--- src/rtl/alu_result_buffer.sv ---
// ---------------------------------------------------------------------------
// alu_result_buffer
//
// Registered output stage that sits directly behind the 32-bit add/subtract
// circuit. Each accepted result is stored together with its signed-overflow
// bit and a destination tag in a 2-entry FIFO. Entries leave in order towards
// the writeback consumer. A sticky overflow flag and a saturating overflow
// event counter are kept for the status/exception logic.
//
// Ports:
//   clock        in   system clock, rising edge
//   reset_n      in   asynchronous active-low reset
//   in_valid     in   upstream result valid
//   in_ready     out  buffer can accept an entry this cycle
//   in_result    in   adder result            [WIDTH-1:0]
//   in_overflow  in   adder signed-overflow bit
//   in_tag       in   destination tag         [TAG_W-1:0]
//   out_valid    out  head entry valid
//   out_ready    in   consumer accepts head entry
//   out_result   out  head entry result       [WIDTH-1:0]
//   out_overflow out  head entry overflow bit
//   out_tag      out  head entry tag          [TAG_W-1:0]
//   out_zero     out  head result equals zero (independent of out_valid)
//   ovf_sticky   out  set by any accepted overflowing entry
//   ovf_count    out  saturating count of accepted overflowing entries
//   clear_ovf    in   synchronous clear of ovf_sticky / ovf_count
// ---------------------------------------------------------------------------
module alu_result_buffer #(
    parameter int WIDTH = 32,
    parameter int TAG_W = 5,
    parameter int CNT_W = 8
) (
    input  logic             clock,
    input  logic             reset_n,
    input  logic             in_valid,
    output logic             in_ready,
    input  logic [WIDTH-1:0] in_result,
    input  logic             in_overflow,
    input  logic [TAG_W-1:0] in_tag,
    output logic             out_valid,
    input  logic             out_ready,
    output logic [WIDTH-1:0] out_result,
    output logic             out_overflow,
    output logic [TAG_W-1:0] out_tag,
    output logic             out_zero,
    output logic             ovf_sticky,
    output logic [CNT_W-1:0] ovf_count,
    input  logic             clear_ovf
);

    localparam logic [CNT_W-1:0] CNT_MAX = '1;
    localparam logic [CNT_W-1:0] CNT_ONE = {{(CNT_W-1){1'b0}}, 1'b1};

    // Two storage slots, addressed by single-bit read/write pointers.
    logic [WIDTH-1:0] result_mem   [2];
    logic             overflow_mem [2];
    logic [TAG_W-1:0] tag_mem      [2];

    logic       wr_ptr;
    logic       rd_ptr;
    logic [1:0] occupancy;

    logic push;
    logic pop;

    // Handshake flags come only from registered occupancy, so in_ready has
    // no combinational dependence on out_ready.
    assign in_ready  = (occupancy != 2'd2);
    assign out_valid = (occupancy != 2'd0);

    assign push = in_valid && in_ready;
    assign pop  = out_valid && out_ready;

    // Head entry is always presented, even when empty; the slot contents
    // simply hold their last value.
    assign out_result   = result_mem[rd_ptr];
    assign out_overflow = overflow_mem[rd_ptr];
    assign out_tag      = tag_mem[rd_ptr];
    assign out_zero     = (out_result == '0);

    // Storage write: an accepted entry lands in the slot at the write pointer.
    always_ff @(posedge clock or negedge reset_n) begin
        if (!reset_n) begin
            result_mem[0]   <= '0;
            result_mem[1]   <= '0;
            overflow_mem[0] <= 1'b0;
            overflow_mem[1] <= 1'b0;
            tag_mem[0]      <= '0;
            tag_mem[1]      <= '0;
        end else if (push) begin
            result_mem[wr_ptr]   <= in_result;
            overflow_mem[wr_ptr] <= in_overflow;
            tag_mem[wr_ptr]      <= in_tag;
        end
    end

    // Pointer and occupancy bookkeeping. A simultaneous push and pop leaves
    // occupancy unchanged while both pointers advance.
    always_ff @(posedge clock or negedge reset_n) begin
        if (!reset_n) begin
            wr_ptr    <= 1'b0;
            rd_ptr    <= 1'b0;
            occupancy <= 2'd0;
        end else begin
            if (push) begin
                wr_ptr <= ~wr_ptr;
            end
            if (pop) begin
                rd_ptr <= ~rd_ptr;
            end
            case ({push, pop})
                2'b10:   occupancy <= occupancy + 2'd1;
                2'b01:   occupancy <= occupancy - 2'd1;
                default: occupancy <= occupancy;
            endcase
        end
    end

    // Overflow status. An overflowing push takes priority over clear_ovf:
    // when both happen together the history restarts at one event.
    always_ff @(posedge clock or negedge reset_n) begin
        if (!reset_n) begin
            ovf_sticky <= 1'b0;
            ovf_count  <= '0;
        end else if (push && in_overflow) begin
            ovf_sticky <= 1'b1;
            if (clear_ovf) begin
                ovf_count <= CNT_ONE;
            end else if (ovf_count != CNT_MAX) begin
                ovf_count <= ovf_count + CNT_ONE;
            end
        end else if (clear_ovf) begin
            ovf_sticky <= 1'b0;
            ovf_count  <= '0;
        end
    end

endmodule
--- config.mk ---
export PLATFORM = sky130hd
export DESIGN_NAME = alu_result_buffer
export DESIGN_NICKNAME = d
export VERILOG_FILES = /design/src/rtl/alu_result_buffer.sv
export SDC_FILE = /design/constraint.sdc
export NUM_CORES = 1
export LEC_CHECK = 0
export ABC_CLOCK_PERIOD_IN_PS = 4050
export BUFFER_PORTS_ARGS = -buffer_cell sky130_fd_sc_hd__buf_2
export CORE_MARGIN = 10
export CORE_UTILIZATION = 55
export DETAILED_ROUTE_END_ITERATION = 8
export PLACE_DENSITY = 0.79
export SYNTH_ARGS = -nofsm -noshare
export SYNTH_HDL_FRONTEND = slang
export SYNTH_SLANG_ARGS = --single-unit
export TNS_END_PERCENT = 1
--- constraint.sdc ---
create_clock -name clock -period 4.05 [get_ports clock]
set_input_delay 0.81 -clock clock [delete_from_list [all_inputs] [get_ports clock]]
set_output_delay 0.81 -clock clock [all_outputs]
set_load 0.005 [all_outputs]
**Word level (Yosys, flattened, before mapping)**

Cells that the tools add are included.

- Flip-flop bits (word level): 89
- Input bits: 43
- Output and inout port bits: 50
- Logic and storage cells: 60

- Add/subtract/negate cells: 3
- Order comparisons: 3
- Equal/unequal tests: 4
- Muxes and demuxes: 25
- Bitwise gates (word level): 4
- Reductions and logical operators: 10

Operators by type and width:

| kind | number |
|---|---|
| $mux W32 | 4 |
| $bwmux W64 | 1 |
| $demux W32 S1 | 1 |
| $logic_not A32 Y1 | 1 |
| $mux W8 | 4 |
| $mux W5 | 4 |
| $bwmux W10 | 1 |
| $add A8 B1 Y8 const B | 1 |
| $ne A8 B8 Y1 const B | 1 |
| $reduce_bool A2 Y1 | 4 |
| $mux W1 | 6 |
| $demux W5 S1 | 1 |
| $ge A2 B2 Y1 const B | 2 |
| $logic_and A1 B1 Y1 | 4 |
| $not A1 Y2 | 2 |
| $pmux W2 S2 | 1 |
| $add A2 B1 Y2 const B | 1 |
| $bwmux W2 | 1 |
| $eq A2 B1 Y1 const B | 1 |
| $eq A2 B2 Y1 const B | 1 |
| $lt A2 B1 Y1 const B | 1 |
| $ne A2 B2 Y1 const B | 1 |
| $not A1 Y1 | 2 |
| $reduce_and A2 Y1 | 1 |
| other kinds (2) | 2 |

**Logic depth before layout (Yosys ltp)**

Gate-level depths: netlist of the first run.

- Depth in word-level cells: 6
- Gate-level depth with buffers: 6
- Gate-level depth less buffers: 6

**Worst setup path before layout of the first run**

No wires, ideal clock.

- Kind: reg2out
- From: register rd_ptr
- To: output port out_zero
- Arrival: 1.327 ns
- Data required time: 3.240 ns
- Slack: 1.913 ns
- Cell stages (with the launch flop): 5
- Buffers on the path: 1
- Cell sequence: dfrtp_1 buf_2 or4b_2 o22ai_1 and3_1

- Longest elaborated chain between the ends: 5

Ends and longest elaborated chain:

| item | line | text |
|---|---|---|
| from (decl) | 60 | `logic rd_ptr;` |
| from (signal assigned) | 109 | `rd_ptr <= ~rd_ptr;` |
| $not A1 Y2 (not written as such) | 76 | `assign out_result = result_mem[rd_ptr];` |
| $mux W32 (not written as such) (3 in a row) | 76 |  |
| $logic_not A32 Y1 | 79 | `assign out_zero = (out_result == '0);` |
| to (decl) | 45 | `output logic out_zero,` |

Every way passes these cells. The select of a mux whose other input is x is not followed.

**Worst setup path after layout of the first run**

Same ends and word-level chain as after synthesis.

==> qor.csv, run 1 <==
stage,metric,value,unit
run_status,run_status,"finished, final reports clean",
timing,hold_ws,0.5089,ns
pwr,clock_power_share,0.143,
setup_path,rrSetupSlack,1.85,ns
timing,fin_worst_skew,0.01324,ns
synth,synthesis.area_per_instance,13.93,µm²
routing,via_count,2732,
timing,aggregate_negative_setup_slack,0,ns
clocking,cts-root-buf,sky130_fd_sc_hd__clkbuf_8,
clocking,clkSlewWorstSetupHoldPaths,0.08,ns
final_layout,mostFrequentLayoutCell,sky130_fd_sc_hd__mux2_2,
pwr,switchingPower,1.301,mW
global_routing,grt_overflow,0,
routing,drt_first_pass_iters,4,
final_layout,area_delta_synth_final,17.20,%
pwr,power.share.sequential,0.437,
placed_design,dpl_worst_slack,1.196,ns
clocking,worstSkewPairLatency,0.35,ns
timing,period_minus_slack,3.257,ns
setup_path,worst-path-max-fanout,27,
clocking,tritoncts,yes,
pwr,combPwrFrac,0.420,
clocking,cts_buffers,9,
final_layout,nFillCells,579,
placed_design,io_port_bufs,92,
global_routing,first_global_vias,2971,
setup_path,crit_arrival,2.45,ns
final_layout,insertedDiodeCount,0,
floorplan,num_rows,31,
timing,hold_viol,0,
worst_hold_path,holdCritPathClass,flip-flop to flip-flop,
global_routing,number_of_antenna_violations_at_the_first_check_in_global_routing,0,
routing,viasPerCell,5.587,
timing,finalSetupViolations,0,
routing,drtIter0Drc,112,
floorplan,pin_count,93,
placed_design,place.gp.congestion,0.8096,
final_layout,layout.cells.most_common_list,"114 x sky130_fd_sc_hd__mux2_2, 91 x sky130_fd_sc_hd__buf_2, 88 x sky130_fd_sc_hd__dfrtp_1",
synth,synthesis.yosys.warnings,0,
synth,synth.cell_area,4109,µm²
timing,worstMarginPinSlew,0.8278,ns
global_routing,track_usage,0.1659,
synth,proportion_of_synthesized_flip_flops_having_asynchronous_set_or_reset,1.000,
synth,synth.yosys.seq_area_share,0.5420,
pwr,p_int,2.516,mW
timing,fin_crit_sh,0.8042,
clocking,cts_htree_levels,3,
synth,syn_inst,295,
pwr,totalPowerFinal,3.817,mW
floorplan,core_area,7253,µm²
placed_design,dp.final_hpwl,6670,µm
worst_hold_path,min_delay_path_depth,1,
synth,post_synth_edffs,0,
clocking,post_cts_resize_count,0,
setup_path,critical_path.endpoint_type,output pin,
routing,drt_wl_total,9290,µm
global_routing,grt_pass1_wl,15170,µm
clocking,cts.path.max_buffers,2,
timing,max-slew-margin-rel,0.4481,
floorplan,floorplan.initialDensity,0.5665,
pwr,sw_frac_of_total,0.3409,
timing,max_clock_freq,307.0,MHz
synth,mappedNetlistNets,340,
pwr,vdd.ir_drop.worst,409.3,µV
setup_path,worst_r2r_path_depth,5,
floorplan,die_x,106.4,µm
final_layout,drive_gt1_frac,0.5974,
synth,ys_dominant_reg_cell,sky130_fd_sc_hd__dfrtp_1,
routing,drt_drc_violations_left,0,
setup_path,setup.worst_path.start_class,flip-flop,
floorplan,die_area,11330,µm²
routing,ant_nets,0,
synth,netlist-cell-type-count,38,
final_layout,seqCellArea,2228,µm²
setup_path,setup.worst_path.class,flip-flop to output pin,
clocking,clock-sinks,89,
pwr,power_density,792.7,nW/µm²
routing,drt-wirelength-per-cell,19.00,µm
timing,setup_slack,0.7931,ns
final_layout,multi_input_area,1795,µm²
clocking,holdBufCountCts,0,
setup_path,critical_path_required,3.24,ns
synth,ys_ff_latch,89,
floorplan,floorplan.die.height,106.4,µm
final_layout,design.final.nets,430,
timing,finalMaxSlewViolations,0,
job,cap_viol_max_count,0,
timing,rsz0062_at_grt,no,
clocking,postCtsSetupBuffers,0,
pwr,leakage_power_of_the_design,2.143,nW
global_routing,largest_net_degree_at_the_start_of_global_routing,67,
critical path, stage by stage (launching register included):
cell and delay (ns):
sky130_fd_sc_hd__dfrtp_2 0.76, sky130_fd_sc_hd__buf_4 0.37, sky130_fd_sc_hd__nor4b_1 0.37, sky130_fd_sc_hd__nand4_1 0.16
sky130_fd_sc_hd__o22ai_1 0.13, sky130_fd_sc_hd__and3_1 0.18, sky130_fd_sc_hd__buf_2 0.12
layer usage:
layer | vias to the layer above | GRT usage | wire, µm
met5 | - | 0 | 0
met3 | 9 | 0.06280 | 676
li1 | 1264 | - | -
met1 | 1371 | 0.2077 | 4076
met4 | 0 | 0.05126 | 112
met2 | 88 | 0.2606 | 4424
metrics by stage:
step / instances / util / area [µm²]
after global routing: 489 / 0.6640 / 4816
final: 489 / 0.6640 / 4816
after CTS: 489 / 0.6640 / 4816
after floorplan: 295 / - / 4109
after detailed placement: 473 / 0.6403 / 4644
after global placement: 473 / 0.6403 / 4644
final cells by class:
cell class	count	share of cell area
sequential	89	0.4627
clock buffer	10	0.02650
clock inverter	6	0.009093
timing repair buffer	96	0.1024
tap	99	0.02572
inverter	1	0.0007794
multi-input combinational	188	0.3728
Yosys cell counts, drive strengths merged (2+ instances only):
cell type | instances | area (µm²)
nand4 | 2 | 12.51
nor4 | 10 | 62.56
ha | 2 | 25.02
nor3 | 5 | 25.02
a31oi | 4 | 25.02
and3 | 5 | 36.28
nand2b | 3 | 26.27
xor2 | 2 | 17.52
a21oi | 2 | 10.01
dfrtp | 89 | 2227
or4 | 2 | 15.01
xnor2 | 3 | 26.28
buf | 14 | 83.83
nand2 | 4 | 15.01
mux2 | 114 | 1284
nand3 | 7 | 40.04
clkbuf | 3 | 11.26
a311oi | 2 | 17.52
mux2i | 3 | 30.03
nor2 | 5 | 18.77
o22ai | 2 | 12.51
path summary, 6_finish.rpt:
| path | startpoint | endpoint |
|---|---|---|
| setup / recovery | rd_ptr$_DFFE_PN0P_ | out_zero |
| hold / removal | tag_mem[3]$_DFFE_PN0P_ | tag_mem[3]$_DFFE_PN0P_ |
| setup reg to reg | occupancy[0]$_DFFE_PN0P_ | result_mem[62]$_DFFE_PN0P_ |
| hold reg to reg | tag_mem[3]$_DFFE_PN0P_ | tag_mem[3]$_DFFE_PN0P_ |
| max in group asynchronous | reset_n | result_mem[39]$_DFFE_PN0P_ |
| min in group asynchronous | reset_n | result_mem[19]$_DFFE_PN0P_ |
state kept, by name (all words and copies together), names as in the netlist:
name	count
ovf_count	8
overflow_mem	2
tag_mem	10
result_mem	64
wr_ptr	1
ovf_sticky	1
occupancy	2
rd_ptr	1
cell families after synthesis:
| kind of cell | synth area share |
|---|---|
| AOI/OAI and AO/OA | 0.02649 |
| xor gates and xnor gates | 0.01066 |
| adders and majority gates | 0.006089 |
| buffers and inverters | 0.02405 |
| DFF | 0.5420 |
| muxes | 0.3197 |
| and+or+nand+nor | 0.07095 |
power by group through the flow:
stage | Clock (mW) | Sequential [mW] | Combinational (mW)
6_report | 0.544 | 1.67 | 1.60
4_1_cts | 0.555 | 1.67 | 1.64
2_1_floorplan | 0 | 1.52 | 1.16
5_1_grt | 0.593 | 1.73 | 1.76
3_3_place_gp | 0 | 1.66 | 1.58
3_5_place_dp | 0 | 1.68 | 1.63
Note: power is estimated with default switching activity, not from simulation.
==> inputs of run 2 (changes only) <==
- ABC_CLOCK_PERIOD_IN_PS: 4050 -> 3100
- CORE_UTILIZATION: 55 -> 54
- PLACE_DENSITY: 0.79 -> 0.78
- clock period: 4.05 -> 3.1 ns (I/O delays scaled with it)
==> run 2 against run 1 <==
Design area rose by 1.3%. Sequential power rose by 29%. Sequential share of layout area fell by 0.59 points. Via count rose by 0.84%. Critical endpoint unchanged. Highest routed layer unchanged. Largest cell class unchanged.
==> qor.csv, run 2 (synthesized netlist as in run 1, its figures left out) <==
stage,metric,value,unit,change
final_layout,mostFrequentLayoutCell,sky130_fd_sc_hd__mux2_2,,
pwr,p_int,3.408,mW,+35%
setup_path,worst-path-max-fanout,18,,-33%
run_status,run_status,"finished, final reports clean",,
final_layout,nFillCells,573,,-1.0%
final_layout,insertedDiodeCount,0,,unchanged
clocking,holdBufCountCts,0,,unchanged
global_routing,track_usage,0.1641,,-0.001722
floorplan,num_rows,31,,unchanged
clocking,clock-sinks,89,,unchanged
clocking,postCtsSetupBuffers,0,,unchanged
clocking,tritoncts,yes,,
setup_path,worst_r2r_startpoint,occupancy[0]$_DFFE_PN0P_,,
floorplan,floorplan.initialDensity,0.5605,,-0.005995
pwr,sw_frac_of_total,0.3299,,-0.01098
pwr,leakage_power_of_the_design,2.188,nW,+2.1%
placed_design,dp.final_hpwl,6760,µm,+1.3%
timing,aggregate_negative_setup_slack,0,ns,unchanged
pwr,power_density,1042,nW/µm²,+32%
placed_design,dpl_worst_slack,0.5802,ns,-0.6160 ns
final_layout,largest_register_ffs,64,,unchanged
global_routing,first_global_vias,3064,,+3.1%
global_routing,grt_pass1_wl,15240,µm,+0.50%
pwr,clock_power_share,0.156,,+0.013
timing,hold_viol,0,,unchanged
clocking,cts-root-buf,sky130_fd_sc_hd__clkbuf_8,,
timing,hold_ws,0.3504,ns,-0.1585 ns
routing,drtIter0Drc,89,,-21%
job,cap_viol_max_count,0,,unchanged
timing,period_minus_slack,2.905,ns,
setup_path,critical_path.endpoint_type,output pin,,
setup_path,setup.worst_path.start_class,flip-flop,,
final_layout,layout.cells.most_common_list,"114 x sky130_fd_sc_hd__mux2_2, 91 x sky130_fd_sc_hd__buf_2, 88 x sky130_fd_sc_hd__dfrtp_1",,
setup_path,worstSetupStartpoint,rd_ptr$_DFFE_PN0P_,,
setup_path,crit_arrival,2.28,ns,-0.17 ns
setup_path,critical_path.cell_chain,buf_4 -> mux2_2 -> nor4_1 -> and3_1 -> buf_2,,
timing,max-slew-margin-rel,0.4851,,+0.03698
timing,fin_worst_skew,0.007195,ns,-0.006043 ns
worst_hold_path,holdCritPathClass,input pin to async pin,,
floorplan,die_area,11500,µm²,+1.5%
routing,drt_wl_total,9133,µm,-1.7%
placed_design,io_port_bufs,92,,unchanged
setup_path,critical_path_required,2.48,ns,-0.76 ns
floorplan,die_x,107.2,µm,+0.75%
final_layout,most_flop_heavy_register,result_mem,,
setup_path,cpMaxStageDelayCell,sky130_fd_sc_hd__dfrtp_2,,
timing,finalSetupViolations,0,,unchanged
timing,rsz0062_at_grt,no,,
setup_path,cpPeakStageDelay,0.64,ns,-0.12 ns
routing,drt_first_pass_iters,4,,unchanged
pwr,combPwrFrac,0.420,,about the same
floorplan,pin_count,93,,unchanged
global_routing,grt_overflow,0,,unchanged
timing,setup_slack,0.1954,ns,-0.5977 ns
setup_path,setup.worst_path.class,flip-flop to output pin,,
pwr,vdd.ir_drop.worst,537.0,µV,+31%
global_routing,largest_net_degree_at_the_start_of_global_routing,63,,-6.0%
pwr,power.share.sequential,0.424,,-0.013
clocking,cts.path.max_buffers,2,,unchanged
floorplan,floorplan.die.height,107.2,µm,+0.75%
clocking,cts_buffers,9,,unchanged
setup_path,worstPathBufferInverterCount,2,,unchanged
final_layout,utilization,0.6655,,+0.001508
routing,ant_nets,0,,unchanged
routing,via_count,2755,,+0.84%
timing,finalMaxSlewViolations,0,,unchanged
timing,max_clock_freq,344.3,MHz,
clocking,clkSlewWorstSetupHoldPaths,0.09,ns,about the same
final_layout,design.final.nets,435,,+1.2%
clocking,worstSkewPairLatency,0.35,ns,about the same
final_layout,area_delta_synth_final,18.73,%,
clocking,post_cts_resize_count,0,,unchanged
floorplan,core_area,7331,µm²,+1.1%
global_routing,number_of_antenna_violations_at_the_first_check_in_global_routing,0,,unchanged
final_layout,biggestRegsByFlops,"result_mem x64, tag_mem x10, ovf_count x8",,
routing,drt_drc_violations_left,0,,unchanged
timing,worstMarginPinSlew,0.7723,ns,-0.05547 ns
clocking,cts_htree_levels,3,,unchanged
final_layout,drive_gt1_frac,0.6025,,+0.005096
routing,viasPerCell,5.577,,-0.18%
pwr,switchingPower,1.678,mW,+29%
timing,fin_crit_sh,0.9370,,
pwr,totalPowerFinal,5.086,mW,+33%
setup_path,crit_path_max_delay_family,flip-flops,,
placed_design,place.gp.congestion,0.8087,,-0.11%
routing,drt-wirelength-per-cell,18.49,µm,-2.7%
==> run 2: cell types whose count changed in the layout (fill, tap and decap cells not counted) <==
| cell | delta |
|---|---|
| sky130_fd_sc_hd__buf_4 | +5 |
| sky130_fd_sc_hd__bufinv_16 | +1 |
| sky130_fd_sc_hd__clkbuf_8 | +1 |
| sky130_fd_sc_hd__clkinv_2 | +1 |
| sky130_fd_sc_hd__clkinvlp_4 | -2 |
| sky130_fd_sc_hd__inv_6 | -1 |
==> run 2: routing by layer <==
| layer | vias to the layer above | track usage | share of wire |
|---|---|---|---|
| met5 | - | 0 | 0 |
| met4 | 0 | 0.04836 | 0.010 |
| met3 | 9 | 0.05808 | 0.069 |
| met2 | 70 | 0.2596 | 0.47 |
| met1 | 1398 | 0.2068 | 0.45 |
| li1 | 1278 | - | - |
==> run 2: final cells by class <==
cell class / instances / area, µm² / share of cell area
Clock buffer: 11 / 141.4 / 0.02898
Clock inverter: 5 / 55.05 / 0.01128
Inverter: 1 / 3.754 / 0.0007694
Multi-Input combinational cell: 188 / 1795 / 0.3680
Sequential cell: 89 / 2228 / 0.4568
Tap cell: 99 / 123.9 / 0.02539
Timing Repair Buffer: 101 / 530.5 / 0.1087
==> run 2: power groups by stage <==
| stage | clock network [mW] | logic, mW | registers, mW |
|---|---|---|---|
| after global placement | 0 | 2.12 | 2.14 |
| after detailed placement | 0 | 2.17 | 2.17 |
| after floorplan | 0 | 1.51 | 1.99 |
| after CTS | 0.808 | 2.18 | 2.15 |
| final | 0.793 | 2.13 | 2.16 |
| after global routing | 0.860 | 2.36 | 2.23 |
==> run 2: worst register-to-register path: cells and delay by family, from the launching register on <==
kind	cells	cell delay (ns)
DFF	1	0.41
muxes	1	0.36
buffers and inverters	1	0.32
and+or+nand+nor	3	0.77
==> run 2: final timing paths <==
| kind | slack [ns] | endpoint | depth (start not counted) |
|---|---|---|---|
| min in group clock | 0.51 | tag_mem[5]$_DFFE_PN0P_ | 1 |
| max in group asynchronous | 2.10 | result_mem[31]$_DFFE_PN0P_ | 2 |
| min reg2reg | 0.51 | tag_mem[5]$_DFFE_PN0P_ | 1 |
| min | 0.35 | result_mem[43]$_DFFE_PN0P_ | 1 |
| max reg2reg | 1.14 | result_mem[47]$_DFFE_PN0P_ | 5 |
| max | 0.20 | out_zero | 5 |
==> run 2: metrics by stage <==
stage	cells	cell area (µm²)
global placement	478	4682
global route	494	4878
CTS	494	4878
detailed placement	478	4682
floorplan	295	4109
finish	494	4878
